--- config.mk ---
export PLATFORM = sky130hd
export DESIGN_NAME = dcache_wb_dm_flat
export DESIGN_NICKNAME = d
export VERILOG_FILES = /design/src/rtl/dcache_wb_dm_pkg.sv /design/src/rtl/dcache_wb_dm_if.sv /design/src/rtl/dcache_wb_dm_line_array.sv /design/src/rtl/dcache_wb_dm.sv /design/src/flat_wrapper.sv
export SDC_FILE = /design/constraint.sdc
export NUM_CORES = 1
export LEC_CHECK = 0
export ABC_AREA = 0
export CORE_MARGIN = 10
export CORE_UTILIZATION = 31
export CTS_CLUSTER_SIZE = 16
export DETAILED_ROUTE_END_ITERATION = 8
export GPL_ROUTABILITY_DRIVEN = 0
export PLACE_DENSITY_LB_ADDON = 0.15
export SLEW_MARGIN = 20
export SYNTH_ARGS = -nofsm -noshare
export SYNTH_HDL_FRONTEND = slang
export SYNTH_SLANG_ARGS = --single-unit
--- constraint.sdc ---
create_clock -name clk -period 7.63 [get_ports clk]
set_input_delay 1.1445 -clock clk [delete_from_list [all_inputs] [get_ports clk]]
set_output_delay 1.1445 -clock clk [all_outputs]
set_load 0.01 [all_outputs]
--- src/rtl/dcache_wb_dm_pkg.sv ---
// Shared types and address helpers for the direct-mapped write-back cache.
// Address layout: {tag, index, word offset[1:0]}.
package cache_pkg;

  localparam int ADDR_W     = 30;
  localparam int WORD_W     = 32;
  localparam int BLOCK_W    = 128;
  localparam int MEM_ADDR_W = 28;

  typedef enum logic [1:0] {
    IDLE      = 2'd0,
    WRITEBACK = 2'd1,
    ALLOCATE  = 2'd2
  } state_t;

  function automatic logic [1:0] addr_off(
    input logic [ADDR_W-1:0] a
  );
    return a[1:0];
  endfunction

  function automatic logic [ADDR_W-1:0] addr_idx(
    input logic [ADDR_W-1:0] a,
    input int                idx_w
  );
    return (a >> 2) & ((30'd1 << idx_w) - 30'd1);
  endfunction

  function automatic logic [ADDR_W-1:0] addr_tag(
    input logic [ADDR_W-1:0] a,
    input int                idx_w
  );
    return a >> (2 + idx_w);
  endfunction

endpackage

--- src/rtl/dcache_wb_dm_if.sv ---
// Block-level memory bus between the cache and the next memory level.
// master = cache side, slave = memory side.
interface dcache_wb_dm_if
  import cache_pkg::*;
();

  logic                  mem_read;
  logic                  mem_write;
  logic [MEM_ADDR_W-1:0] mem_addr;
  logic [BLOCK_W-1:0]    mem_wdata;
  logic                  mem_ready;
  logic [BLOCK_W-1:0]    mem_rdata;

  modport master (
    output mem_read,
    output mem_write,
    output mem_addr,
    output mem_wdata,
    input  mem_ready,
    input  mem_rdata
  );

  modport slave (
    input  mem_read,
    input  mem_write,
    input  mem_addr,
    input  mem_wdata,
    output mem_ready,
    output mem_rdata
  );

endinterface

--- src/rtl/dcache_wb_dm_line_array.sv ---
// Valid/dirty/tag/data storage: one combinational read port, one write
// port doing either a full line fill or a single word update.
module cache_line_array
  import cache_pkg::*;
#(
  parameter int NUM_BLOCKS = 8,
  parameter int IDX_W      = 3,
  parameter int TAG_W      = 25,
  parameter int LINE_W     = 128
) (
  input  logic              clk,
  input  logic              rst_n,
  input  logic [IDX_W-1:0]  idx,
  output logic              rd_valid,
  output logic              rd_dirty,
  output logic [TAG_W-1:0]  rd_tag,
  output logic [LINE_W-1:0] rd_data,
  input  logic              fill_en,
  input  logic [TAG_W-1:0]  fill_tag,
  input  logic [LINE_W-1:0] fill_data,
  input  logic              word_en,
  input  logic [1:0]        word_off,
  input  logic [WORD_W-1:0] word_data
);

  logic [NUM_BLOCKS-1:0] valid;
  logic [NUM_BLOCKS-1:0] dirty;
  logic [TAG_W-1:0]      tags [NUM_BLOCKS];
  logic [LINE_W-1:0]     data [NUM_BLOCKS];

  assign rd_valid = valid[idx];
  assign rd_dirty = dirty[idx];
  assign rd_tag   = tags[idx];
  assign rd_data  = data[idx];

  always_ff @(posedge clk) begin
    if (!rst_n) begin
      valid <= '0;
      dirty <= '0;
    end else if (fill_en) begin
      valid[idx] <= 1'b1;
      dirty[idx] <= 1'b0;
    end else if (word_en) begin
      dirty[idx] <= 1'b1;
    end
  end

  // Payload is never cleared; writes are still blocked during reset.
  always_ff @(posedge clk) begin
    if (rst_n && fill_en) begin
      tags[idx] <= fill_tag;
      data[idx] <= fill_data;
    end else if (rst_n && word_en) begin
      data[idx][{word_off, 5'd0} +: WORD_W] <= word_data;
    end
  end

endmodule

--- src/rtl/dcache_wb_dm.sv ---
// Direct-mapped write-back write-allocate cache; stalls the pipeline
// on a miss while it writes back a dirty victim and refills the line.
module dcache_wb_dm
  import cache_pkg::*;
#(
  parameter int NUM_BLOCKS      = 8,
  parameter int WORDS_PER_BLOCK = 4,
  parameter int IDX_W           = $clog2(NUM_BLOCKS)
) (
  input  logic              clk,
  input  logic              rst_n,
  input  logic              proc_read,
  input  logic              proc_write,
  input  logic [ADDR_W-1:0] proc_addr,
  input  logic [WORD_W-1:0] proc_wdata,
  output logic              proc_stall,
  output logic [WORD_W-1:0] proc_rdata,
  dcache_wb_dm_if.master    mem
);

  localparam int TAG_W  = ADDR_W - 2 - IDX_W;
  localparam int LINE_W = WORDS_PER_BLOCK * WORD_W;

  state_t state, next;

  logic [TAG_W-1:0]  tag_a;
  logic [IDX_W-1:0]  idx_a;
  logic [1:0]        off_a;
  logic              rd_valid;
  logic              rd_dirty;
  logic [TAG_W-1:0]  rd_tag;
  logic [LINE_W-1:0] rd_data;
  logic              fill_en;
  logic              word_en;
  logic              hit;
  logic              req;

  assign tag_a = TAG_W'(addr_tag(proc_addr, IDX_W));
  assign idx_a = IDX_W'(addr_idx(proc_addr, IDX_W));
  assign off_a = addr_off(proc_addr);
  assign hit   = rd_valid && (rd_tag == tag_a);
  assign req   = proc_read || proc_write;

  cache_line_array #(
    .NUM_BLOCKS (NUM_BLOCKS),
    .IDX_W      (IDX_W),
    .TAG_W      (TAG_W),
    .LINE_W     (LINE_W)
  ) u_lines (
    .clk       (clk),
    .rst_n     (rst_n),
    .idx       (idx_a),
    .rd_valid  (rd_valid),
    .rd_dirty  (rd_dirty),
    .rd_tag    (rd_tag),
    .rd_data   (rd_data),
    .fill_en   (fill_en),
    .fill_tag  (tag_a),
    .fill_data (mem.mem_rdata),
    .word_en   (word_en),
    .word_off  (off_a),
    .word_data (proc_wdata)
  );

  always_ff @(posedge clk) begin
    if (!rst_n) state <= IDLE;
    else        state <= next;
  end

  always_comb begin
    next          = state;
    proc_stall    = 1'b0;
    proc_rdata    = '0;
    fill_en       = 1'b0;
    word_en       = 1'b0;
    mem.mem_read  = 1'b0;
    mem.mem_write = 1'b0;
    mem.mem_addr  = '0;
    mem.mem_wdata = '0;
    unique case (state)
      IDLE: begin
        if (req && hit) begin
          // A read+write pair returns the word as it was before the store.
          if (proc_read)
            proc_rdata = rd_data[{off_a, 5'd0} +: WORD_W];
          word_en = proc_write;
        end else if (req) begin
          proc_stall = 1'b1;
          next = (rd_valid && rd_dirty) ? WRITEBACK : ALLOCATE;
        end
      end
      WRITEBACK: begin
        proc_stall    = 1'b1;
        mem.mem_write = 1'b1;
        mem.mem_addr  = {rd_tag, idx_a};
        mem.mem_wdata = rd_data;
        if (mem.mem_ready) next = ALLOCATE;
      end
      ALLOCATE: begin
        proc_stall   = 1'b1;
        mem.mem_read = 1'b1;
        mem.mem_addr = proc_addr[ADDR_W-1:2];
        if (mem.mem_ready) begin
          fill_en = 1'b1;
          next    = IDLE;
        end
      end
      default: next = IDLE;
    endcase
  end

endmodule

--- src/flat_wrapper.sv ---
// flat-port wrapper written by rule: the top's interface ports become plain ports
module dcache_wb_dm_flat import cache_pkg::*;
#(
  parameter int NUM_BLOCKS      = 8,
  parameter int WORDS_PER_BLOCK = 4,
  parameter int IDX_W           = $clog2(NUM_BLOCKS)
)
  (clk, rst_n, proc_read, proc_write, proc_addr, proc_wdata, proc_stall, proc_rdata, mem_mem_read, mem_mem_write, mem_mem_addr, mem_mem_wdata, mem_mem_ready, mem_mem_rdata);
  dcache_wb_dm_if mem_i ();
  input  logic clk;
  input  logic rst_n;
  input  logic proc_read;
  input  logic proc_write;
  input  logic [ADDR_W-1:0] proc_addr;
  input  logic [WORD_W-1:0] proc_wdata;
  output logic proc_stall;
  output logic [WORD_W-1:0] proc_rdata;
  output wire logic [$bits(mem_i.mem_read)-1:0] mem_mem_read;
  output wire logic [$bits(mem_i.mem_write)-1:0] mem_mem_write;
  output wire logic [$bits(mem_i.mem_addr)-1:0] mem_mem_addr;
  output wire logic [$bits(mem_i.mem_wdata)-1:0] mem_mem_wdata;
  input wire logic [$bits(mem_i.mem_ready)-1:0] mem_mem_ready;
  input wire logic [$bits(mem_i.mem_rdata)-1:0] mem_mem_rdata;
  assign mem_mem_read = mem_i.mem_read;
  assign mem_mem_write = mem_i.mem_write;
  assign mem_mem_addr = mem_i.mem_addr;
  assign mem_mem_wdata = mem_i.mem_wdata;
  assign mem_i.mem_ready = mem_mem_ready;
  assign mem_i.mem_rdata = mem_mem_rdata;
  dcache_wb_dm #(.NUM_BLOCKS(NUM_BLOCKS), .WORDS_PER_BLOCK(WORDS_PER_BLOCK), .IDX_W(IDX_W)) u_core (.clk(clk), .rst_n(rst_n), .proc_read(proc_read), .proc_write(proc_write), .proc_addr(proc_addr), .proc_wdata(proc_wdata), .proc_stall(proc_stall), .proc_rdata(proc_rdata), .mem(mem_i));
endmodule
==> results_dict.tcl <==
set metrics [dict create \
    rsz0062_at_grt "no" \
    start_util_pct 31.2 \
    ys_ff_latch 1242 \
    netlist_instances 3139 \
    setup_viol 0 \
    slew_headroom_pct 26.3 \
    post-dp-hpwl_mm 127 \
    cts_resized 0 \
    fin_cells 5844 \
    fillers 15100 \
    period_needed_ns 6.67 \
    via_per_inst 5.32 \
    p_per_area_nw_per_um2 244 \
    period_share_pct 87.4 \
    ios 386 \
    hold_viol_final 0 \
    critPathCaptureType "output pin" \
    rows 147 \
    path_class "in2out" \
    drive_gt1_share_pct 13.0 \
    area_growth_pct 23.1 \
    post-place-ws_ns 0.932 \
    yosys_warnings 0 \
    muxShareOfSynthArea_pct 7.11 \
    synthDistinctLibCells 58 \
    clk_pin_slew_worst_paths_ns 0.06 \
    drtPass1Iterations 5 \
    antenna_found_initial 13 \
    synth_top_family_by_area "compound AO/OA/AOI/OAI gates" \
    dieWidth_um 423 \
    cts_tree "done" \
    hold_buffers 0 \
    cts_max_path_buffers 3 \
    fmax_mhz 150 \
    hp-class "reg2reg" \
    clock-sinks 1242 \
    dp.cells 5591 \
    critical_path_peak_fanout 39 \
    grtUsageTotal_pct 21.1 \
    drtIter0Drc 3036 \
    ys_seq_area_share_pct 73.9 \
    grt_max_degree 99 \
    drt-total-wl_mm 195 \
    peakVddDrop_uv 240 \
    synth_area_um2 50200 \
    synthAdderAreaFrac_pct 0.224 \
    worst_pin_slew_ns 1.10 \
    synth_xor_xnor_area_share_pct 0.279 \
    maxSlewViolCount 0 \
    arrival_ns 5.53 \
    fin_hold_ws_ns 0.475 \
    drv_cap 0 \
    dr_total_vias 31100 \
    drc_errors 0 \
    cts_buffers 137 \
    die_y_um 423 \
    nNetsFinal 3776 \
    worst_ep_required_time_ns 6.49 \
    core_um2 161000 \
    port_buffers 385 \
    leakage_uw 0.0190 \
    synth_flop_cell "edfxtp_1" \
    synth_compound_area_share_pct 9.28 \
    layout_commonest_cell "edfxtp_1" \
    grt_pass1_vias 30700 \
    synth_enable_flop_cells 1224 \
    synthArstFlopShare_pct 0 \
    fin_ws_ns 0.958 \
    grt_overflow_total 0 \
    wl_per_cell_um 33.4 \
    avgSynthCellArea_um2 16.0 \
    htree_levels 4 \
    cts-root-buf "clkbuf_16" \
    syn-num-nets 3343 \
    fin_setup_tns_ns 0 \
    layout_common_cells "1224 x edfxtp_1, 468 x a22oi_1, 380 x clkdlybuf4s50_1, 197 x nor2_1, 186 x mux2i_1" \
    cp-start-kind "input pin" \
    yosys.area_share.simple_pct 6.21 \
    postCtsSetupBuffers 0 \
    clock_skew_ns 0.0386 \
    grt_pass1_wl_mm 265 \
    dieArea_um2 179000 \
    status "complete, no violations" \
    clk_latency_ns 0.79 \
    ant_nets 0 \
]
state kept, by name, summed over array words and instances (netlist names), named ones only:
| register | cells |
|---|---|
| u_core.u_lines.data | 1024 |
| u_core.u_lines.tags | 200 |
| u_core.u_lines.valid | 8 |
| u_core.state | 2 |
stage by stage:
step	utilization (%)	instance area, um2	total power (uW)
finish	38.5	61800	15100
global route	38.5	61800	15500
CTS	38.4	61800	15200
detailed placement	35.7	57500	8840
global placement	35.7	57400	8830
floorplan	-	50200	8170
path summary, 6_finish.rpt:
path,end,cells past startpoint,slack [ns],start
worst max-delay path,proc_rdata[29],9,0.96,proc_addr[4]
worst min register to register,u_core.u_lines.valid[3],2,0.47,u_core.u_lines.valid[3]
worst max register to register,u_core.u_lines.data[4][115],9,2.91,u_core.u_lines.tags[6][22]
worst min-delay path,u_core.u_lines.valid[3],2,0.47,u_core.u_lines.valid[3]
layout make-up:
class / instances / area, um2 / share of cell area, %
Sequential cell: 1242 / 37100 / 60.0
Multi-Input combinational cell: 1551 / 12100 / 19.6
Timing Repair Buffer: 502 / 5050 / 8.17
Clock buffer: 152 / 3510 / 5.67
Tap cell: 2160 / 2700 / 4.37
Clock inverter: 94 / 815 / 1.32
Inverter: 138 / 523 / 0.846
Antenna cell: 5 / 12.5 / 0.0202
metal layers:
metal / vias up / global-route usage [%] / wire length, um
met1: 16400 / 26.9 / 80000
met5: - / 0 / 49
met3: 225 / 3.47 / 10300
met2: 1129 / 35.9 / 97000
li1: 13300 / - / -
met4: 8 / 8.04 / 7880
cell families (layout without fill, tap and decap cells):
kind of cell,count (synthesis),after routing
mux,284,284
simple gates,600,600
compound gates,642,642
xor+xnor,16,16
fa+ha+maj,9,9
buf+inv,346,886
other cells,0,5
flops,1242,1242
synthesized netlist by cell type (all sizes together), types with 41 or more instances:
cell       n  area (um2)
edfxtp  1224       36800
a22oi    468        3510
nor2     213         800
mux2i    187        1880
clkbuf   167         627
nand2    160         601
inv      136         510
and4     109         955
a21oi     54         300
mux4      53        1190
mux2      44         495
buf       41         355
where the power goes:
group	total (uW)	switching [uW]	internal, uW
clock	6400	2840	3560
sequential	7550	9.32	7540
combinational	1130	783	352
total	15100	3640	11500
worst max-delay path, stage by stage:
cell	delay, ns
buf_2	0.50
nand2_1	0.57
nor2_4	0.97
buf_12	0.37
a22oi_1	0.13
and4_1	0.28
mux4_2	0.54
nor2_1	0.32
clkdlybuf4s50_1	0.63
Power figures use the tool's default switching activity.
